--- config.mk ---
export PLATFORM = sky130hd
export DESIGN_NAME = sum_window_acc
export DESIGN_NICKNAME = d
export VERILOG_FILES = /design/src/rtl/sum_window_acc.sv
export SDC_FILE = /design/constraint.sdc
export NUM_CORES = 1
export LEC_CHECK = 0
export BUFFER_PORTS_ARGS = -buffer_cell sky130_fd_sc_hd__buf_2
export CAP_MARGIN = 20
export CORE_MARGIN = 2
export CORE_UTILIZATION = 45
export CTS_CLUSTER_DIAMETER = 150
export DETAILED_ROUTE_END_ITERATION = 8
export GPL_TIMING_DRIVEN = 0
export PLACE_DENSITY = 0.73
export SLEW_MARGIN = 0
export SYNTH_ARGS = -nofsm -noshare
export SYNTH_HDL_FRONTEND = slang
export SYNTH_SLANG_ARGS = --single-unit
--- constraint.sdc ---
create_clock -name clk -period 2.8 [get_ports clk]
set_clock_uncertainty 0.15 [all_clocks]
set_input_delay 0.56 -clock clk [delete_from_list [all_inputs] [get_ports clk]]
set_output_delay 0.56 -clock clk [all_outputs]
set_load 0.1 [all_outputs]
--- src/rtl/sum_window_acc.sv ---
// Windowed accumulator for the adder result stream: sums WINDOW samples with
// saturation and presents each window total on a valid/ready output.
module sum_window_acc #(
  parameter int unsigned DATA_W = 8,
  parameter int unsigned WINDOW = 4,
  parameter int unsigned ACC_W  = 16
) (
  input  logic              clk,
  input  logic              rst,
  input  logic              clear,
  input  logic              in_valid,
  input  logic [DATA_W-1:0] in_data,
  output logic              in_ready,
  output logic              out_valid,
  input  logic              out_ready,
  output logic [ACC_W-1:0]  out_sum,
  output logic              out_ovf
);

  localparam int unsigned CNT_W = (WINDOW > 1) ? $clog2(WINDOW) : 1;
  localparam int unsigned SUM_W = ACC_W + 1;
  localparam logic [CNT_W-1:0] LAST_IDX = CNT_W'(WINDOW - 1);

  generate
    if (ACC_W < DATA_W) begin : g_bad_acc_w
      $error("ACC_W must be >= DATA_W");
    end
    if (WINDOW < 1 || WINDOW > 255) begin : g_bad_window
      $error("WINDOW must be in 1..255");
    end
  endgenerate

  logic [ACC_W-1:0] acc;
  logic [CNT_W-1:0] cnt;
  logic             ovf;

  logic [SUM_W-1:0] next_sum;
  logic             carry;
  logic [ACC_W-1:0] sat_sum;
  logic             accept;
  logic             take;
  logic             last;

  // Input side only stalls while a finished window waits for the consumer.
  assign in_ready = !out_valid || out_ready;

  // One-bit-wider sum exposes the carry that drives saturation.
  always_comb begin
    next_sum = {1'b0, acc} + SUM_W'(in_data);
    carry    = next_sum[ACC_W];
    sat_sum  = carry ? {ACC_W{1'b1}} : next_sum[ACC_W-1:0];
    accept   = in_valid && in_ready;
    take     = out_valid && out_ready;
    last     = (cnt == LAST_IDX);
  end

  always_ff @(posedge clk or posedge rst) begin
    if (rst) begin
      acc       <= '0;
      cnt       <= '0;
      ovf       <= 1'b0;
      out_valid <= 1'b0;
      out_sum   <= '0;
      out_ovf   <= 1'b0;
    end else if (clear) begin
      acc       <= '0;
      cnt       <= '0;
      ovf       <= 1'b0;
      out_valid <= 1'b0;
      out_sum   <= '0;
      out_ovf   <= 1'b0;
    end else begin
      if (take) begin
        out_valid <= 1'b0;
      end
      // A completing accept in the same cycle as a take reloads the output.
      if (accept) begin
        if (last) begin
          out_sum   <= sat_sum;
          out_ovf   <= ovf | carry;
          out_valid <= 1'b1;
          acc       <= '0;
          cnt       <= '0;
          ovf       <= 1'b0;
        end else begin
          acc <= sat_sum;
          ovf <= ovf | carry;
          cnt <= cnt + CNT_W'(1);
        end
      end
    end
  end

endmodule

After elaboration in Yosys (flattened, before gate mapping)
Cells that the tools add are included.

storage, ports and cells
  output and inout port bits = 19
  input port bits = 13
  register bits = 37
  word-level logic and storage cells = 37

operators by class
  muxes and demuxes = 20
  reductions and logical operators = 7
  bitwise gates (word level) = 1
  $add $sub $neg = 2
  equal/unequal tests = 1

operator list
  kind                                                            number
  16-bit 2-to-1 mux                                               7
  16-bit by 8-bit adder with 17-bit output                        1
  1-bit 2-to-1 mux                                                10
  2-bit 2-to-1 mux                                                3
  2-bit nonzero test                                              2
  2-bit by 1-bit adder with 2-bit output (second input constant)  1
  2-bit equality test (second input constant)                     1
  1-bit logical AND                                               2
  2-bit AND reduction                                             1
  1-bit zero test                                                 1
  1-bit logical OR                                                1
  1-bit OR                                                        1

Depth between registers and ports, before layout
Gate-level depths: netlist of the first run.

  depth in word-level cells = 5
  gate-level depth with buffers = 8
  depth with buffers taken out = 7

Worst setup path after synthesis of the first run
No wires, ideal clock.

  kind = input to register
  start = in in_data[0]
  end = reg out_sum[12]
  arrival time = 2.353 ns
  slack = 0.160 ns
  cell stages on the path = 8
  library setup time = 0.138 ns
  required time = 2.512 ns
  buffers on the path = 1
  cells stage by stage = ha_1 > fa_1 > a211o_1 > and3_4 > or2_1 > buf_6 > a311oi_1 > nor4_1

on the way
  word-level cells in the longest chain between the ends = 5

RTL lines
  what                                      line  RTL
  from (decl)                               12    input logic [DATA_W-1:0] in_data,
  16-bit by 8-bit adder with 17-bit output  49    next_sum = {1'b0, acc} + SUM_W'(in_data);
  16-bit 2-to-1 mux                         51    sat_sum = carry ? {ACC_W{1'b1}} : next_sum[ACC_W-1:0];
  16-bit 2-to-1 mux                         78    if (last) begin
  16-bit 2-to-1 mux                         77    if (accept) begin
  16-bit 2-to-1 mux                         65    end else if (clear) begin
  to (signal assigned)                      79    out_sum <= sat_sum;
  to (decl)                                 16    output logic [ACC_W-1:0] out_sum,

Every way passes these cells. The select of a mux whose other input is x is not followed.
A chain may end at the register's enable or synchronous reset.

Worst setup path after layout of the first run
  start = reg acc[0]
  end = reg out_sum[0]

on the way
  word-level cells in the longest chain between the ends = 5

RTL lines
  what                                      line  RTL
  from (decl)                               33    logic [ACC_W-1:0] acc;
  from (signal assigned)                    86    acc <= sat_sum;
  16-bit by 8-bit adder with 17-bit output  49
  16-bit 2-to-1 mux                         51
  16-bit 2-to-1 mux                         78
  16-bit 2-to-1 mux                         77
  16-bit 2-to-1 mux                         65

Every way passes these cells. The select of a mux whose other input is x is not followed.

==> results by stage, run 1 <==
Status:
- The run finished with clean final reports.

Finish:
- For this run, the post-layout net count is 297.
- The finished layout holds 329 standard cells, fillers aside.
- The final cell utilization of the core is 54.3%.
- The finished cells cover 2530 sq um.
- The area of combinational cells with multiple inputs is 1160 sq um.
- The number of antenna diodes in the final layout is 0.
- The area growth from synthesis to layout is 17.4%.
- The number of fillers in the final layout is 422.
- The share of post-route cells with drive strength above 1 is 19.6%.
- The sequential cell area in the final layout is 926 sq um.

Clocking:
- The number of buffers added by the clock tree synthesis step is 5.
- The clock latency reported for the late side of the worst-skew pair is 0.30 ns.
- The master cell of the clock root buffer is clkbuf_8.
- In this run the number of H-tree levels came out at 2.
- The total of hold buffers inserted after clock tree synthesis is 0.
- After clock tree synthesis, the clock-pin slew on the worst setup and hold paths is 0.09 ns.
- CTS saw 37 sinks.
- The worst-case clock buffer depth is 2.
- TritonCTS built the clock tree.

Yosys:
- The cell taking the most area after synthesis is dfrtp_1.
- The Yosys step of the flow raised 0 warnings.
- Sorting the synthesized cells by how often they occur yields dfrtp_1, nor2_1, nand2_1, nor3_1, o21ai_0.
- Ranked by total cell area, the synthesized netlist is headed by dfrtp_1, ha_1, nor2_1, nor3_1, o21ai_0.
- The area share of the leading cell type in the synthesized netlist is 43.0%.
- The number of nets handed over by synthesis was 260.
- Of the synthesized area, sequential elements account for 43.0%.
- The count of distinct cell types in the synthesized netlist is 45.
- The cell area that synthesis handed to floorplanning was 2150 sq um.
- The fraction of registers with async set/reset is 100%.
- A synthesized cell averages 9.09 sq um.
- Yosys instantiated no cell more often than dfrtp_1.
- The most used flip-flop cell after synthesis is dfrtp_1.
- The synthesis-stage register bit count is 37.
- Counting flops with a built-in enable in the synthesized netlist gives 0.
- The instance count of the mapped netlist is 237.

Setup path:
- The reg-to-reg critical path endpoint is out_sum[0].
- The worst register-to-register path has a setup slack of 0.18 ns.
- STA classifies the critical path endpoint as a flop.
- The data required time of the worst path is 2.82 ns.
- The maximum fanout along the worst path is 10.
- The data arrival at the endpoint of the critical path is 2.64 ns.
- STA classifies the critical path startpoint as a flop.
- By startpoint and endpoint, the worst setup path is classified as reg2reg.
- The number of cells on the worst reg-to-reg path is 8.
- The termination of the worst setup path is out_sum[0].
- In this run the worst setup path begins at acc[0].
- The origin of the critical flop-to-flop path is acc[0].

Power and ir drop:
- The final total power is 1.44 mW.
- The total leakage power is 1.21 nW.
- The ratio of total power to cell area is 569 nW/um^2.
- The worst-case vdd ir drop is 0.238 mV.

STA:
- The worst path needs 2.62 ns of the cycle, external delays included.
- Setup slack closes at 0.178 ns.
- Adding up every negative setup slack in the final design gives 0 ns.
- The worst max-slew margin expressed relative to the limit is 36.6%.
- The number of pins exceeding their max-slew limit in the final report was 0.
- Final hold analysis gives a worst-case slack of 0.237 ns.
- The count of final setup violators is 0.
- Setup repair after global routing left no endpoint under its margin.
- The total count of hold-check failures in the final report is 0.
- Based on the critical path, the design can be clocked at up to 381 MHz.
- At the pin with the least slew margin, the transition time is 0.944 ns.
- The final clock period utilization by the worst path is 93.7%.

Global route:
- For this run, the total global-route usage over all layers was measured as 22.5%.
- The global-route congestion overflow total is 0.
- Entering global routing, the biggest net connects 38 pins.
- The number of global-route vias before repair is 1933.
- The first global-routing pass estimated 9170 microns of wire.
- The number of antenna violations at the first check in global routing came to 0.

Route:
- After detailed routing, the average wire length per cell comes to 16.3 microns.
- The remaining antenna violation count after routing is 0.
- The total routed wirelength is 5350 microns.
- The detailed-router iteration count before antenna repair is 4.
- The detailed router finished its first iteration with 207 violations.
- The routed layout has 1998 vias.
- Using the TritonRoute via totals, the vias-per-cell ratio works out to 6.07.
- The number of remaining DRC errors is 0.

Place:
- Input and output buffers added on the ports amount to 30.
- The placed instances occupy a cell area of 2370 sq um.
- At the end of routability-driven placement, the weighted congestion stood at 0.939.
- The number of placed instances, taps included, is 321.
- Once detailed placement completed, the half-perimeter wirelength came to 3810 microns.
- Before CTS, the worst setup slack after placement is -0.432 ns.

Floorplanning:
- The floorplan has 25 rows.
- The vertical die dimension is 73.2 microns.
- The width of the die is 73.2 microns.
- The area of the die is 5360 sq um.
- The initial core utilization is 46.2%.
- The boundary pin count is 32.
- The area of the core region is 4660 sq um.

Job:
- The max-capacitance violation count is 0.

Worst hold path:
- The type of the most critical hold path is in2async.
[where the power goes]
group | internal (mW) | switching [mW]
Combinational | 0.101 | 0.194
Clock | 0.359 | 0.213
Sequential | 0.555 | 0.0161
Total | 1.02 | 0.423
[sequential cells by signal (all words and copies together) (netlist names)]
signal and flops:
out_ovf 1, cnt 2, out_sum 16, ovf 1, out_valid 1, acc 16
[worst max-delay path, stage by stage, from the launching register on]
cell and delay (ns):
dfrtp_1 0.39, ha_1 0.23, fa_1 0.43, a211o_1 0.37, and3_4 0.22, o21a_1 0.24
buf_4 0.21, nor3_1 0.19, nor3_1 0.07
[worst min-delay path by stage]
stage,from,end,slack [ns],depth (start not counted)
floorplan,acc[0],acc[0],0.30,2
global placement,acc[0],acc[0],0.31,2
detailed placement,acc[0],acc[0],0.33,2
CTS,rst,out_sum[2],0.27,2
global route,rst,out_sum[2],0.31,2
finish,rst,out_sum[2],0.24,2
[cell usage in the layout (no fill, tap or decap), types with 2 or more instances in the layout]
cell type  netlist  routed
dfrtp_1         37      37
buf_2            3      33
nor2_1          29      28
nand2_1         19      19
nor3_1          17      17
o21ai_0         17      16
clkbuf_1         9       9
ha_1             9       9
a21oi_1          8       8
nand3_1          7       7
a22o_1           7       7
a211oi_1         8       7
a31oi_1          6       6
xor2_1           6       6
o21ai_1          5       5
a21o_1           5       5
clkbuf_8         0       5
o21a_1           4       4
o211ai_1         4       4
and3_1           3       3
a211oi_2         2       3
inv_1            4       3
a211o_1          2       2
o22a_1           2       2
a311oi_1         2       2
a311o_1          2       2
bufinv_16        0       2
[cell type report]
type / count / area share (%)
buffer: 15 / 2.87
timing repair buffer: 30 / 5.94
multi-input combinational: 181 / 45.9
tap: 54 / 2.67
clock inverter: 3 / 2.72
sequential: 37 / 36.6
clock buffer: 5 / 2.72
inverter: 4 / 0.594
[logic make-up (layout without fill, tap and decap cells)]
family	after synthesis	count (layout)	share of synthesized area [%]
simple gates	84	84	17.9
xor+xnor	7	7	2.85
flops	37	37	43.0
compound gates	80	80	26.0
buf+inv	19	57	4.06
fa+ha+maj	10	10	6.16
[per-layer routing]
| metal | routed length (microns) | part of all wire (%) | vias up | GRT usage (%) |
|---|---|---|---|---|
| li1 | - | - | 950 | - |
| met1 | 2330 | 44 | 956 | 30.7 |
| met2 | 2550 | 48 | 77 | 36.0 |
| met3 | 355 | 6.6 | 15 | 4.01 |
| met4 | 119 | 2.2 | 0 | 7.41 |
| met5 | 0 | 0 | - | 0 |
[timing repair]
item,4_1_cts,5_1_grt
endpoints found under the setup margin,5,4
buffers inserted,0,0
resized for setup,1,4
gates cloned,0,0
Power figures use the tool's default switching activity.
==> run 2: changes to the inputs <==
--- a/config.mk
+++ b/config.mk
@@ -13,6 +13,7 @@
 export DETAILED_ROUTE_END_ITERATION = 8
 export GPL_TIMING_DRIVEN = 0
 export PLACE_DENSITY = 0.73
+export SETUP_SLACK_MARGIN = 0.2
 export SLEW_MARGIN = 0
 export SYNTH_ARGS = -nofsm -noshare
 export SYNTH_HDL_FRONTEND = slang
==> run 2 against run 1 <==
  * Highest routed layer unchanged
  * Sequential cell count unchanged
  * Critical path depth unchanged
  * Via count decreased by 2.9%
  * Design area decreased by 1.1%
  * Sequential power about the same
  * Non-clock buffer count increased by 1
  * Count of clock-buffer cells in the layout increased by 2
  * Worst setup slack improved by 0.13 ns
  * Maximum frequency increased by 5.2%
  * Combinational power increased by 3%
==> results by stage, run 2 (synthesized netlist as in run 1, its figures left out) <==
Route:
- The detailed router's first-iteration violation count was 229 (was 207).
- The remaining antenna violation count after routing is 0 (unchanged).
- The detailed-router iteration count before antenna repair was 4 (unchanged).
- The post-detailed-route via-to-cell ratio is 5.90 (was 6.07).
- The total routed wirelength is 5330 microns (was 5350 microns).
- The post-detailed-route wirelength per cell is 16.2 microns (was 16.3 microns).
- The number of remaining DRC errors is 0 (unchanged).
- The via count of the routed design is 1941 (was 1998).

Job:
- The max-capacitance violation count is 0 (unchanged).

STA:
- The pin slew with the least headroom to its limit is 0.964 ns (was 0.944 ns).
- The worst max-slew margin expressed relative to the limit is 35.2% (was 36.6%).
- The sum of negative setup slack is 0 ns (unchanged).
- The worst setup slack after layout is 0.307 ns (was 0.178 ns).
- The total count of hold-check failures in the final report is 0 (unchanged).
- The worst hold slack came to 0.252 ns (was 0.237 ns).
- The post-route minimum period is 2.49 ns (was 2.62 ns).
- The final clock period utilization by the worst path was 89.0% (was 93.7%).
- Unrepaired setup endpoints after global routing: false (unchanged).
- The highest clock frequency the design can meet is 401 MHz (was 381 MHz).
- The count of final setup violators is 0 (unchanged).
- The number of pins exceeding their max-slew limit in the final report was 0 (unchanged).

Finish:
- The number of nets in the final layout came to 298 (was 297).
- The number of fillers in the final layout was 445 (was 422).
- The share of post-route cells with drive strength above 1 was 20.7% (was 19.6%).
- The most common cell after layout, fill and taps aside is dfrtp_1 (unchanged).
- Largest registers ranked by flip-flop count: acc x16, out_sum x16, cnt x2 (unchanged).
- The number of diodes is 0 (unchanged).
- Commonest cells after routing, fill and taps aside: dfrtp_1, buf_2, nor2_1 (unchanged).
- The final cell count without fillers is 329 (unchanged).
- The sequential cell area in the final layout is 926 sq um (unchanged).
- The area growth from synthesis to layout is 16.0% (was 17.4%).
- The area of combinational cells with multiple inputs is 1170 sq um (was 1160 sq um).

Power and ir drop:
- The worst-case vdd ir drop came to 0.212 mV (was 0.238 mV).
- The ratio of total power to cell area is 502 nW/um^2 (was 569 nW/um^2).
- The total leakage power came to 1.19 nW (was 1.21 nW).
- The final total power came to 1.26 mW (was 1.44 mW).

Floorplanning:
- The vertical die dimension came to 73.2 microns (unchanged).
- The initial core utilization was 46.2% (unchanged).
- The area of the die was 5360 sq um (unchanged).
- The boundary pin count is 32 (unchanged).
- The number of standard-cell rows in the floorplan is 25 (unchanged).
- The area of the core region is 4660 sq um (unchanged).
- The width of the die is 73.2 microns (unchanged).

Clocking:
- The TritonCTS clock tree is yes (unchanged).
- The master cell of the clock root buffer was clkbuf_8 (unchanged).
- The number of buffers added by the clock tree synthesis step is 5 (unchanged).
- The clock latency reported for the late side of the worst-skew pair is 0.29 ns (was 0.30 ns).
- The worst-case clock buffer depth is 2 (unchanged).
- The count of H-tree levels built during CTS is 2 (unchanged).
- The total of hold buffers inserted after clock tree synthesis is 0 (unchanged).
- The TritonCTS sink count is 37 (unchanged).
- The CTS clock-pin slew for the worst setup and hold paths is 0.07 ns (was 0.09 ns).

Place:
- The placement-stage worst setup slack is -0.357 ns (was -0.432 ns).
- The placed instance count is 321 (unchanged).
- The weighted congestion at the end of routability-driven global placement is 0.959 (was 0.939).
- The final HPWL from detailed placement came to 3750 microns (was 3810 microns).
- The number of I/O port buffers is 30 (unchanged).

Global route:
- The maximum number of pins on one net before global-route repair is 38 (unchanged).
- The number of antenna violations at the first check in global routing is 0 (unchanged).
- The global-route congestion overflow total is 0 (unchanged).
- The global routing usage summed across all routing layers is 21.8% (was 22.5%).
- The number of global-route vias before repair is 1895 (was 1933).
- The global-route wire length before repair came to 9030 microns (was 9170 microns).

Setup path:
- The total number of cells along the worst setup path came to 8 (unchanged).
- The number of buffers and inverters on the critical path is 1 (unchanged).
- The stage delay of the slowest cell on the critical path came to 0.38 ns (was 0.43 ns).
- Worst path cell trace: ha_1 -> fa_2 -> a211o_1 -> and3_4 -> or2_1 -> buf_6 -> a311oi_2 -> nor4_1 (was ha_1 -> fa_1 -> a211o_1 -> and3_4 -> o21a_1 -> buf_4 -> nor3_1 -> nor3_1).
- The startpoint class of the critical path is a flop (unchanged).
- The data required time of the worst path is 2.80 ns (was 2.82 ns).
- The cell family contributing the most delay on the critical path is adder cells (unchanged).
- The type of the worst setup path is reg2reg (unchanged).
- The maximum fanout along the worst path was 6 (was 10).
- The slowest cell on the critical path was dfrtp_1 (was fa_1).
- The number of cells on the worst reg-to-reg path is 8 (unchanged).
- The data arrival at the endpoint of the critical path is 2.49 ns (was 2.64 ns).
- The critical path capture point type is a flop (unchanged).

Status:
- Outcome: finished, final reports clean (unchanged).

Worst hold path:
- The type of the most critical hold path was in2async (unchanged).
run 2: changes by cell type in the layout (fill, tap and decap cells not counted), sizes merged:
cell / change
clkbuf: +2
bufinv: -2
buf: +1
inv: -1
run 2: path summary, 6_finish.rpt:
check | slack (ns) | end | start
worst min-delay path | 0.25 | out_valid | rst
worst max-delay path | 0.31 | out_sum[12] | acc[0]
min in group clk | 0.34 | acc[2] | acc[2]
worst max register to register | 0.31 | out_sum[12] | acc[0]
worst min register to register | 0.34 | acc[2] | acc[2]
max in group asynchronous | 1.75 | out_sum[10] | rst
run 2: worst reg2reg max path, stage by stage, from the launching register on:
cell and delay [ns]:
dfrtp_1 0.38, ha_1 0.23, fa_2 0.38, a211o_1 0.32
and3_4 0.22, or2_1 0.22, buf_6 0.14, a311oi_2 0.24
nor4_1 0.08
run 2: cell type report:
type / instances / area share, %
Inverter: 4 / 0.601
Buffer: 15 / 3.00
Sequential cell: 37 / 37.0
Clock buffer: 7 / 3.45
Multi-Input combinational cell: 181 / 46.9
Timing Repair Buffer: 31 / 6.31
Tap cell: 54 / 2.70
run 2: through the flow:
stage                     utilization [%]  area, sq um
after CTS                            53.1         2470
after global placement               51.0         2380
after floorplan                         -         2160
after detailed placement             51.0         2380
after global routing                 53.6         2500
final                                53.6         2500
run 2: per-layer routing:
layer	wire length, microns	GRT usage [%]	vias up
met5	0	0	-
met4	131	8.64	0
met3	289	4.42	12
met2	2480	32.6	55
met1	2420	30.9	929
li1	-	-	945
run 2: repair_timing:
item                       in CTS  in global routing
buffers inserted                0                  1
resized for setup               2                  6
setup endpoints to repair       8                 19
pin swaps                       0                  2
run 2: power breakdown:
group	internal, mW	switching (mW)	total, mW
clock	0.195	0.184	0.379
sequential	0.556	0.0166	0.573
combinational	0.106	0.198	0.304
total	0.857	0.398	1.26
